File: config.mk
export PLATFORM = sky130hd
export DESIGN_NAME = output_lock_arbiter
export DESIGN_NICKNAME = d
export VERILOG_FILES = /design/src/rtl/output_lock_arbiter.sv
export SDC_FILE = /design/constraint.sdc
export NUM_CORES = 1
export LEC_CHECK = 0
export ABC_AREA = 1
export CORE_MARGIN = 1
export CORE_UTILIZATION = 30
export CTS_CLUSTER_DIAMETER = 30
export CTS_CLUSTER_SIZE = 12
export DETAILED_ROUTE_END_ITERATION = 8
export PLACE_DENSITY_LB_ADDON = 0.3
export SYNTH_ARGS = -nofsm -noshare
export SYNTH_HDL_FRONTEND = slang
export SYNTH_SLANG_ARGS = --single-unit
File: constraint.sdc
create_clock -name clk_i -period 4.4 [get_ports clk_i]
set_input_delay 1.32 -clock clk_i [delete_from_list [all_inputs] [get_ports clk_i]]
set_output_delay 1.32 -clock clk_i [all_outputs]
set_load 0.1 [all_outputs]
File: src/rtl/output_lock_arbiter.sv
// output_lock_arbiter: round-robin switch scheduler for one router output port.
// It locks the port to one requester from the head flit to the tail flit, and
// it grants only when downstream credits are available.
// Latency: zero-cycle arbitration. grants_o is combinational from the current state and the inputs.
// Backpressure: grants_o stays zero while credit_count_o==0. A credit returned at zero permits a grant on the next cycle.
// Ports:
//   clk_i, reset_i          clock, asynchronous active-high reset
//   requests_i, req_tail_i  per-requester flit-ready and tail markers
//   credit_return_i         one downstream slot freed this cycle
//   grants_o                one-hot or zero transfer grant
//   locked_o, owner_o       wormhole lock flag and lock holder
//   credit_count_o          current downstream credits
// Optional macro ARB_CREDIT_CHECK_EN adds credit_err_o. This output is a sticky flag for credit overflow.
module output_lock_arbiter #(
    parameter int NUM_REQS     = 4,
    parameter int CREDIT_DEPTH = 4,
    localparam int IDX_W = $clog2(NUM_REQS),
    localparam int CNT_W = $clog2(CREDIT_DEPTH + 1)
) (
    input  logic                clk_i,
    input  logic                reset_i,
    input  logic [NUM_REQS-1:0] requests_i,
    input  logic [NUM_REQS-1:0] req_tail_i,
    input  logic                credit_return_i,
    output logic [NUM_REQS-1:0] grants_o,
    output logic                locked_o,
    output logic [IDX_W-1:0]    owner_o,
    output logic [CNT_W-1:0]    credit_count_o
`ifdef ARB_CREDIT_CHECK_EN
    ,
    output logic                credit_err_o
`endif
);

    typedef enum logic {IDLE = 1'b0, LOCKED = 1'b1} state_t;

    localparam logic [CNT_W-1:0] CRED_MAX = CNT_W'(CREDIT_DEPTH);
    localparam logic [IDX_W-1:0] LAST_IDX = IDX_W'(NUM_REQS - 1);

    state_t           state_q;
    logic [IDX_W-1:0] owner_q;
    logic [IDX_W-1:0] rr_ptr_q;
    logic [CNT_W-1:0] credit_q;

    logic             scan_hit;
    logic [IDX_W-1:0] scan_win;
    logic [IDX_W-1:0] cur_idx;
    logic [IDX_W-1:0] next_ptr;
    logic             fire;
    logic             tail_fire;

    // Scan upward from rr_ptr_q and wrap around. The first requester found wins.
    always_comb begin
        int               pos;
        logic [IDX_W-1:0] idx;
        scan_hit = 1'b0;
        scan_win = '0;
        pos      = 0;
        idx      = '0;
        for (int i = 0; i < NUM_REQS; i++) begin
            pos = (int'(rr_ptr_q) + i) % NUM_REQS;
            idx = IDX_W'(pos);
            if (!scan_hit && requests_i[idx]) begin
                scan_hit = 1'b1;
                scan_win = idx;
            end
        end
    end

    // Grants are forced to zero while reset is asserted, so reset takes effect in the same cycle.
    always_comb begin
        grants_o = '0;
        if (!reset_i && (credit_q != '0)) begin
            if (state_q == LOCKED) begin
                grants_o[owner_q] = requests_i[owner_q];
            end else if (scan_hit) begin
                grants_o[scan_win] = 1'b1;
            end
        end
    end

    assign fire      = |grants_o;
    assign cur_idx   = (state_q == LOCKED) ? owner_q : scan_win;
    assign tail_fire = fire && req_tail_i[cur_idx];
    assign next_ptr  = (cur_idx == LAST_IDX) ? '0 : cur_idx + 1'b1;

    always_ff @(posedge clk_i or posedge reset_i) begin
        if (reset_i) begin
            state_q  <= IDLE;
            owner_q  <= '0;
            rr_ptr_q <= '0;
            credit_q <= CRED_MAX;
`ifdef ARB_CREDIT_CHECK_EN
            credit_err_o <= 1'b0;
`endif
        end else begin
            case (state_q)
                IDLE: begin
                    if (tail_fire) begin
                        rr_ptr_q <= next_ptr;
                    end else if (fire) begin
                        state_q <= LOCKED;
                        owner_q <= scan_win;
                    end
                end
                LOCKED: begin
                    // Release the lock on the tail flit and pass priority to the next requester.
                    if (tail_fire) begin
                        state_q  <= IDLE;
                        rr_ptr_q <= next_ptr;
                    end
                end
                default: state_q <= IDLE;
            endcase

            // A fire and a credit return in the same cycle cancel out. Credit returns saturate at the maximum.
            if (fire && !credit_return_i) begin
                credit_q <= credit_q - 1'b1;
            end else if (!fire && credit_return_i && (credit_q != CRED_MAX)) begin
                credit_q <= credit_q + 1'b1;
            end

`ifdef ARB_CREDIT_CHECK_EN
            if ((credit_return_i && !fire && (credit_q == CRED_MAX)) ||
                ((state_q == IDLE) && (|requests_i) && !scan_hit)) begin
                credit_err_o <= 1'b1;
            end
`endif
        end
    end

    assign locked_o       = (state_q == LOCKED);
    assign owner_o        = owner_q;
    assign credit_count_o = credit_q;

endmodule
Word level (Yosys, flattened, before mapping)
Cells that the tools add are included.
- logic and storage cells: 80
- output and inout bits: 10
- input bits: 11
- bits in registers: 8
- magnitude comparators: 9
- muxes and demuxes: 36
- bitwise gates (word level): 3
- reduce and logical (&&, ||, !) cells: 20
- eq/ne operators: 2
- add/subtract/negate cells: 6
- operators with widths (kind ; count):
    $lt 2x3->1 const B ; 7
    $mux 1 ; 15
    $mux 2 ; 7
    $bmux 1 s2 ; 6
    $mux 4 ; 3
    $logic_and 1x1->1 ; 10
    $logic_not 1->1 ; 6
    $mux 3 ; 2
    $add 2x1->2 const B ; 2
    $add 2x2->2 const B ; 2
    $and 4x4->4 ; 1
    $demux 1 s2 ; 2
    $ge 2x1->1 const B ; 2
    $reduce_or 4->1 ; 1
    $add 3x1->3 const B ; 1
    $ne 3x3->1 const B ; 1
    $reduce_and 3->1 ; 1
    $reduce_bool 3->1 ; 1
    $sub 3x1->3 const B ; 1
    $eq 2x2->1 const B ; 1
    $not 1->1 ; 2
    $pmux 1 s2 ; 1
    $reduce_bool 2->1 ; 1

Longest topological paths before layout
- depth in word-level cells: 25
- depth in mapped cells: 22
- depth with buffers taken out: 22

Worst setup path after synthesis
OpenSTA, ideal clock, no wires.
- kind: in2out
- start point: input requests_i[3]
- end point: output grants_o[1]
- cell stages on the path: 9
- path buffers: 0
- slack: 0.426 ns
- data required time: 3.080 ns
- arrival time: 2.654 ns
- path through: inv_1 nand2_2 nand3_1 inv_1 a31oi_1 nand3_1 nand2_1 nand3_1 inv_1
- longest elaborated chain between the ends: 19
- elaborated cells on any way between the ends: 33
- ends and longest elaborated chain (what ; RTL line ; RTL):
    from (decl) ; 22 ; input logic [NUM_REQS-1:0] requests_i,
    $bmux 1 s2 ; 63 ; if (!scan_hit && requests_i[idx]) begin
    $mux 1 (not written as such) ; 63 ;
    $mux 1 ; 63 ;
    $logic_not 1->1 ; 63 ;
    $logic_and 1x1->1 ; 63 ;
    $mux 1 ; 63 ;
    $logic_not 1->1 ; 63 ;
    $logic_and 1x1->1 ; 63 ;
    (+3 left out) ; n/a ;
    $mux 2 ; 63 ;
    $lt 2x3->1 (not written as such) or $ge 2x1->1 (tied branches) ; 77 ; grants_o[scan_win] = 1'b1;
    $logic_and 1x1->1 (not written as such) ; 77 ;
    $mux 1 (not written as such) ; 77 ;
    $demux 1 s2 ; 77 ;
    $mux 4 ; 76 ; end else if (scan_hit) begin
    $mux 4 * ; 74 ; if (state_q == LOCKED) begin
    $mux 4 * ; 73 ; if (!reset_i && (credit_q != '0)) begin
    to (decl) ; 25 ; output logic [NUM_REQS-1:0] grants_o,
Mark *: on every way between the ends. The rest lies on a longest branch, timed or not. The select of a mux whose other input is x is not followed.

Final worst setup path
- start point: input requests_i[1]
- end point: output grants_o[2]
The elaborated chain is that of the path after synthesis.

==> flow_metrics.env <==
export IMPL_outcome="complete, no violations"
export IMPL_fp_dieW_um=58.3
export IMPL_synth_edf_count=0
export IMPL_synth_cells=163
export IMPL_synth_top_area_share_pct=23.3
export IMPL_arrival_ns=2.91
export IMPL_overflow=0
export IMPL_reg2reg_from="rr_ptr_q[0]"
export IMPL_syn_nets=175
export IMPL_vias=1012
export IMPL_grt_pass1_wl_um=3880
export IMPL_ys_async_sr_fraction_pct=100
export IMPL_drc=0
export IMPL_portBuffers=20
export IMPL_slew_headroom_pct=35.4
export IMPL_dpl_cell_area_um2=1220
export IMPL_cts_root_buf="clkbuf_4"
export IMPL_yosysSeqAreaShare_pct=21.2
export IMPL_final_antenna_net_count=0
export IMPL_area_delta_synth_final_pct=34.7
export IMPL_post_place_ws_ns=0.0975
export IMPL_wl_per_cell_um=9.50
export IMPL_wl_met1_um=1070
export IMPL_critPathMaxFanout=3
export IMPL_final_nets=199
export IMPL_wirelength_um=2190
export IMPL_maxCapViolations=0
export IMPL_hold_violations=0
export IMPL_via_per_inst=4.40
export IMPL_worstMarginPinSlew_ns=0.965
export IMPL_wl_met2_um=1050
export IMPL_hold_depth=2
export IMPL_boundaryPins=21
export IMPL_synth_ff_type="dfrtp_1"
export IMPL_hp_start="credit_count_o[2]"
export IMPL_setup_viol=0
export IMPL_ys_warnings_count=0
export IMPL_whs_endpoint="credit_count_o[2]"
export IMPL_yosys_cell_types_count=24
export IMPL_die_area_um2=3400
export IMPL_met3_length_um=44
export IMPL_end_kind="output pin"
export IMPL_htreeDepth=1
export IMPL_drtIter0Drc=42
export IMPL_avgSynthCellArea_um2=5.84
export IMPL_final_max_slew_violation_count=0
export IMPL_synth_seq_cells=8
export IMPL_finalCritPeriodShare_pct=96.1
export IMPL_dr_pass1_iters=4
export IMPL_cts_tree="built"
export IMPL_drive_gt1_share_pct=20.4
export IMPL_r2r_cells=19
export IMPL_synth_top_cells_by_area="nand2_1, dfrtp_1, nand3_1"
export IMPL_period_needed_ns=4.23
export IMPL_clock_path_buffers=2
export IMPL_rrSetupSlack_ns=1.68
export IMPL_yosys_top_cells_count="nand2_1, inv_1, nand3_1"
export IMPL_clk_pin_slew_ns=0.05
export IMPL_yosysTopAreaCell="nand2_1"
export IMPL_finalSetupTns_ns=0
export IMPL_worst_setup_path_start_kind="input port"
export IMPL_max_freq_mhz=237
export IMPL_clock_skew_ns=0.0100
export IMPL_highest_layer="met4"
export IMPL_reg2reg_to="credit_count_o[2]"
export IMPL_rows=20
export IMPL_final_cell_area_um2=1280
export IMPL_min_path_type="flip-flop to flip-flop"
export IMPL_hpwlAfterDp_um=1780
export IMPL_start_util_pct=31.4
export IMPL_grt_pass1_vias=942
export IMPL_gp_congestion=0.837
export IMPL_insertion_delay_ns=0.25
export IMPL_cts_hold_buf=0
export IMPL_syn_area_um2=952
export IMPL_path_class="input port to output pin"
export IMPL_cts_setup_buffers=0
export IMPL_antenna_cells=0
export IMPL_groute_usage_overall_pct=14.2
export IMPL_cts_sinks=8
export IMPL_cts_buffers=3
export IMPL_synth_most_common_cell="nand2_1"
export IMPL_layout_setup_ws_ns=0.173
export IMPL_antenna_found_initial=0
export IMPL_die_y_um=58.3
export IMPL_grt_max_degree=12
export IMPL_required_ns=3.08
export IMPL_core_area_um2=3030
==> final cells by class <==
| class | instances | area [um2] |
|---|---|---|
| fillers | 322 | 1750 |
| multi-input cells | 123 | 632 |
| repair buffers | 21 | 255 |
| flip-flops and latches | 8 | 201 |
| inverters | 30 | 113 |
| well taps | 44 | 55.1 |
| clock buffers | 4 | 26.3 |
==> worst max-delay path: stages <==
cell and delay (ns):
clkdlybuf4s50_1 0.47, inv_1 0.07, nand2_2 0.08, nand3_1 0.09, nand2_1 0.09, nand2_1 0.08
nand2_1 0.06, nand2_1 0.07, nand2_1 0.07, nand2_1 0.05, nand2_1 0.10, nand3_2 0.10
inv_2 0.09, buf_12 0.17
==> cell usage in the layout, fill, tap and decap left out, drive strengths merged <==
cell / instances
nor2: 6
a31oi: 3
dfstp: 1
nand2: 71
dlymetal6s2s: 3
fa: 1
and2: 1
xnor2: 1
nand3: 26
o21a: 1
buf: 5
clkbuf: 4
clkdlybuf4s50: 13
inv: 30
dfrtp: 7
nand4: 2
o21ai: 5
nand3b: 2
a21oi: 4
==> cell families after synthesis <==
kind of cell,Yosys count,share of synthesized area [%]
AOI/OAI and AO/OA,13,7.89
xor gates and xnor gates,1,0.920
adders and majority gates,1,2.10
buffers and inverters,32,15.1
DFF,8,21.2
and+or+nand+nor,108,52.8
==> routing by layer <==
layer  vias to the layer above  global-route usage [%]
li1                        555                       -
met1                       436                    18.9
met2                        19                    25.0
met3                         2                    1.32
met4                         0                    3.06
met5                         -                       0
==> how the worst max path moves through the flow <==
stage | startpoint | endpoint | slack [ns] | cells past startpoint
finish | requests_i[1] | grants_o[2] | 0.17 | 14
global route | requests_i[1] | grants_o[2] | -0.01 | 14
CTS | requests_i[0] | grants_o[2] | 0.09 | 14
detailed placement | requests_i[0] | grants_o[2] | 0.1 | 14
global placement | requests_i[0] | grants_o[2] | 0.11 | 14
floorplan | requests_i[3] | grants_o[1] | 0.43 | 9
==> what timing repair did <==
item | CTS | global route
gates resized for setup | 0 | 13
endpoints found under the setup margin | 0 | 4
hold endpoints to repair | 0 | 0
==> per-stage QoR <==
| stage | hold WS (ns) | instances | util [%] |
|---|---|---|---|
| 2_1_floorplan | 0.557 | 163 | - |
| 3_3_place_gp | 0.505 | 226 | 40.4 |
| 3_5_place_dp | 0.503 | 226 | 40.4 |
| 4_1_cts | 0.513 | 230 | 41.3 |
| 5_1_grt | 0.541 | 230 | 42.4 |
| 6_report | 0.504 | 230 | 42.4 |
Power is left out: the tool's default activity adds up to more than one toggle a clock period on the data nets, which glitch-free logic cannot reach.
==> patch 1: new RTL, same settings <==
Reset style: synchronous (`reset_i`), changed in one clocked block. Comments in the files are not updated.
--- a/src/rtl/output_lock_arbiter.sv
+++ b/src/rtl/output_lock_arbiter.sv
@@ -84,7 +84,7 @@
     assign tail_fire = fire && req_tail_i[cur_idx];
     assign next_ptr  = (cur_idx == LAST_IDX) ? '0 : cur_idx + 1'b1;
 
-    always_ff @(posedge clk_i or posedge reset_i) begin
+    always_ff @(posedge clk_i) begin
         if (reset_i) begin
             state_q  <= IDLE;
             owner_q  <= '0;
Formal check against the unedited RTL: differs if reset_i is asserted again (counterexample within 4 cycles, from zero or initial values and one cycle with reset_i high); with reset_i held inactive, the same outputs for 10 cycles.
==> patch 1 against the unedited design <==
- sequential share of layout area fell by 4.7 points
- global-route usage up 0.062 points
- setup slack lost 0.083 ns
- design area is 13% higher
- wire length grew 6.6%
- synthesized area increased by 7.9%
- critical endpoint is now grants_o[0]
- critical path type unchanged
- sequential cell count did not move
Power is not shown: default switching activity piles up to over one toggle a cycle in this logic, so the estimate is an artifact.
==> patch 1: results (changes against the unedited design) <==
- Total GRT Usage: 0.1425 (was 0.1419)
- Sequential area share after synthesis: 0.1559 (was 0.2116)
- Met3 GRT Util: 0.006397 (was 0.01319)
- Ys Warns: 0 (unchanged)
- Hold Crit Class: reg -> reg (unchanged)
- Syn nets: 177 (was 175)
- Reg-to-Reg Start: rr_ptr_q[0]$_SDFFE_PP0P_ (was rr_ptr_q[0]$_DFFE_PP0P_)
- Dpl cell area: 1349 um^2 (was 1224 um^2)
- WL/cell: 9.794 um (was 9.504 um)
- Initial DRC Count: 37 (was 42)
- GR Layer Usage met2: 0.2355 (was 0.2496)
- H-tree depth: 1 (unchanged)
- Syn avg cell area: 6.226 um^2 (was 5.841 um^2)
- Period utilization: 0.9796 (was 0.9607)
- Synth Flop Type: dfxtp_1 (was dfrtp_1)
- Final Non-Filler Cells: 238 (was 230)
- Run status: finished clean (unchanged)
- Met3 Wirelength: 26 um (was 44 um)
- First-pass GRT wire length: 3.912 mm (was 3.884 mm)
- Setup slack, reg-to-reg: 1.47 ns (was 1.68 ns)
- Via density: 4.567 (was 4.400)
- Placed cells: 233 (was 226)
- Area contributors post-synth: nand2_1, dfxtp_1, nand3_1 (was nand2_1, dfrtp_1, nand3_1)
- Post-DP HPWL: 1.927 mm (was 1.775 mm)
- Top cells by count, synth: nand2_1, inv_1, nand3_1 (unchanged)
- R2R cell count: 17 (was 19)
- Synth cell types: 29 (was 24)
- Routing usage on met1: 0.1907 (was 0.1893)
- Met2 WL post-DR: 1.091 mm (was 1.053 mm)
- Initial antenna violation count: 0 (unchanged)
- Placer Congestion: 0.8116 (was 0.8371)
- End of the critical path: grants_o[0] (was grants_o[2])
- Vias in the first global route: 946 (was 942)
- Largest net degree at the start of global routing: 13 (was 12)
- Worst relative slew slack: 0.3547 (was 0.3544)
- Worst setup path start: requests_i[0] (was requests_i[1])
- Layout cells sized above 1: 0.3247 (was 0.2043)
- Top layer in use: met4 (unchanged)
- Worst slack, placed: 0.01828 ns (was 0.09748 ns)
- Met1 wire length: 1.178 mm (was 1.074 mm)
- CP arrival: 2.99 ns (was 2.91 ns)
- Final clock skew: 0.008111 ns (was 0.01000 ns)
patch 1: timing repair:
action,in CTS,in global routing
endpoints found under the setup margin,0,4
buffers inserted,0,2
resized for setup,0,18
patch 1: layout make-up:
type                    instances  area [um^2]
flip-flops and latches          8        160.2
well taps                      44        55.05
clock buffers                   3        22.52
repair buffers                 27        300.3
multi-input cells             134        828.3
inverters                      22        82.58
fillers                       349         1704
patch 1: worst max-delay path: stages:
cell and delay, ns:
clkdlybuf4s50_1 0.47, inv_1 0.07, nand2_1 0.10, nand3_2 0.10, a21boi_1 0.25, nand3_2 0.13, nand2_2 0.11, nand2_2 0.09
nor2_4 0.17, buf_12 0.19
patch 1: logic make-up (layout without fill, tap and decap cells):
kind of cell / after synthesis / count (layout) / share of synthesized area
AO/OA/AOI/OAI: 18 / 18 / 0.1121
XOR/XNOR: 1 / 1 / 0.008528
adder cells (fa/ha/maj): 1 / 1 / 0.01949
buffers and inverters: 23 / 52 / 0.09135
flip-flops: 8 / 8 / 0.1559
AND/OR/NAND/NOR: 114 / 114 / 0.6127
patch 1: worst min path at each step:
stage                                         startpoint                              to  slack [ns]
after floorplan                 rr_ptr_q[1]$_SDFFE_PP0P_        rr_ptr_q[1]$_SDFFE_PP0P_        0.51
after global placement    credit_count_o[2]$_SDFFE_PP1P_  credit_count_o[2]$_SDFFE_PP1P_        0.54
after detailed placement  credit_count_o[2]$_SDFFE_PP1P_  credit_count_o[2]$_SDFFE_PP1P_        0.53
after CTS                 credit_count_o[2]$_SDFFE_PP1P_  credit_count_o[2]$_SDFFE_PP1P_        0.54
after global routing      credit_count_o[2]$_SDFFE_PP1P_  credit_count_o[2]$_SDFFE_PP1P_        0.56
final                     credit_count_o[2]$_SDFFE_PP1P_  credit_count_o[2]$_SDFFE_PP1P_        0.54
==> patch 2: new RTL, same flow settings <==
Without the edit above. Change the parameter `CREDIT_DEPTH` from 4 to 2.
--- a/src/rtl/output_lock_arbiter.sv
+++ b/src/rtl/output_lock_arbiter.sv
@@ -13,7 +13,7 @@
 // Optional macro ARB_CREDIT_CHECK_EN adds credit_err_o. This output is a sticky flag for credit overflow.
 module output_lock_arbiter #(
     parameter int NUM_REQS     = 4,
-    parameter int CREDIT_DEPTH = 4,
+    parameter int CREDIT_DEPTH = 2,
     localparam int IDX_W = $clog2(NUM_REQS),
     localparam int CNT_W = $clog2(CREDIT_DEPTH + 1)
 ) (
Ports: changed (resized credit_count_o); port bits go from 21 to 20. The function was not compared with the original's and may differ.
==> patch 2 against the unedited design <==
- hold slack gained 0.039 ns
- maximum frequency decreased by 1.9%
- wire length fell by 1.4%
- sequential cell count fell by 1
- non-clock buffer count is 2 lower
- clock skew fell by 0.0096 ns
- setup slack got worse by 0.082 ns
- the run now ends with design-rule violations left
- design area shrank 7.3%
- synthesized area fell by 5.0%
Power is not shown: default switching activity piles up to over one toggle a cycle in this logic, so the estimate is an artifact.
==> patch 2: results (changes against the unedited design) <==
- Final clock skew: 0.0003832 ns (was 0.01000 ns)
- Worst setup path start: requests_i[0] (was requests_i[1])
- Worst slack, placed: 0.05983 ns (was 0.09748 ns)
- Worst relative slew slack: 0.3497 (was 0.3544)
- GR Layer Usage met2: 0.2336 (was 0.2496)
- Met2 WL post-DR: 1.030 mm (was 1.053 mm)
- Total GRT Usage: 0.1418 (was 0.1419)
- Dpl cell area: 1162 um^2 (was 1224 um^2)
- Largest net degree at the start of global routing: 11 (was 12)
- Number of port buffers: 19 (was 20)
- Run status: finished, violations left (was finished clean)
- P&R area growth vs syn: 31.40% (was 34.69%)
- Drc violations: 2 (was 0)
- Hold path depth: 2 (unchanged)
- Violated checks: design-rule violations
- Syn nets: 151 (was 175)
- Period utilization: 0.9794 (was 0.9607)
- Sequential area share after synthesis: 0.1950 (was 0.2116)
- Routed WL: 2.155 mm (was 2.186 mm)
- Hold Path Origin: owner_o[1]$_DFFE_PP0P_ (was credit_count_o[2]$_DFFE_PP1P_)
- CP arrival: 2.99 ns (was 2.91 ns)
- Vias in the first global route: 879 (was 942)
- Nets: 174 (was 199)
- Top cells by count, synth: nand2_1, inv_1, nand2_2 (was nand2_1, inv_1, nand3_1)
- Filler Cell Count: 291 (was 322)
- Gr busiest metal: met2 (unchanged)
- Placed cells: 189 (was 226)
- Met1 wire length: 994 um (was 1.074 mm)
- Via density: 4.896 (was 4.400)
- Initial DRC Count: 28 (was 42)
- Post-DP HPWL: 1.817 mm (was 1.775 mm)
- R2R cell count: 13 (was 19)
- CP max stage delay: 0.51 ns (was 0.47 ns)
- Synth cell types: 23 (was 24)
- Critical R2R Capture: rr_ptr_q[1]$_DFFE_PP0P_ (was credit_count_o[2]$_DFFE_PP1P_)
- Layout cells sized above 1: 0.3086 (was 0.2043)
- Placer Congestion: 0.9375 (was 0.8371)
- Met3 Wirelength: 87 um (was 44 um)
- Endpoint, Worst Hold: owner_o[1]$_DFFE_PP0P_ (was credit_count_o[2]$_DFFE_PP1P_)
- Syn avg cell area: 6.462 um^2 (was 5.841 um^2)
- 1st-pass router iterations: 7 (was 4)
- Core Footprint: 2805 um^2 (was 3028 um^2)
- First-pass GRT wire length: 3.636 mm (was 3.884 mm)
- Routed vias: 945 (was 1,012)
- Worst Hold Margin: 0.5429 ns (was 0.5040 ns)
- Setup slack, reg-to-reg: 2.09 ns (was 1.68 ns)
- Routing usage on met1: 0.1832 (was 0.1893)
- Met3 GRT Util: 0.009217 (was 0.01319)
- Area contributors post-synth: dfrtp_1, nand2_1, nand2_2 (was nand2_1, dfrtp_1, nand3_1)
## patch 2: changes by cell type in the layout (fill, tap and decap cells not counted), moves of 3 or more
cell / change
o21ai_0: +3
nand2_1: -21
a31oi_1: -3
dlymetal6s2s_1: -3
nand2_4: +5
inv_1: -6
nand2_2: +3
nand3_1: -8
## patch 2: layout make-up
type	instances	area share
Sequential cell	7	0.1484
Timing Repair Buffer	19	0.1937
Multi-Input combinational cell	107	0.5179
Tap cell	31	0.03263
Inverter	25	0.08526
Clock buffer	4	0.02211
## patch 2: cells by family (layout without fill, tap and decap cells)
group | Yosys count | count (layout) | share of synthesized area
AO/OA/AOI/OAI | 16 | 16 | 0.09543
XOR/XNOR | 1 | 1 | 0.009684
buffers and inverters | 26 | 48 | 0.1245
flip-flops | 7 | 7 | 0.1950
AND/OR/NAND/NOR | 90 | 90 | 0.5754
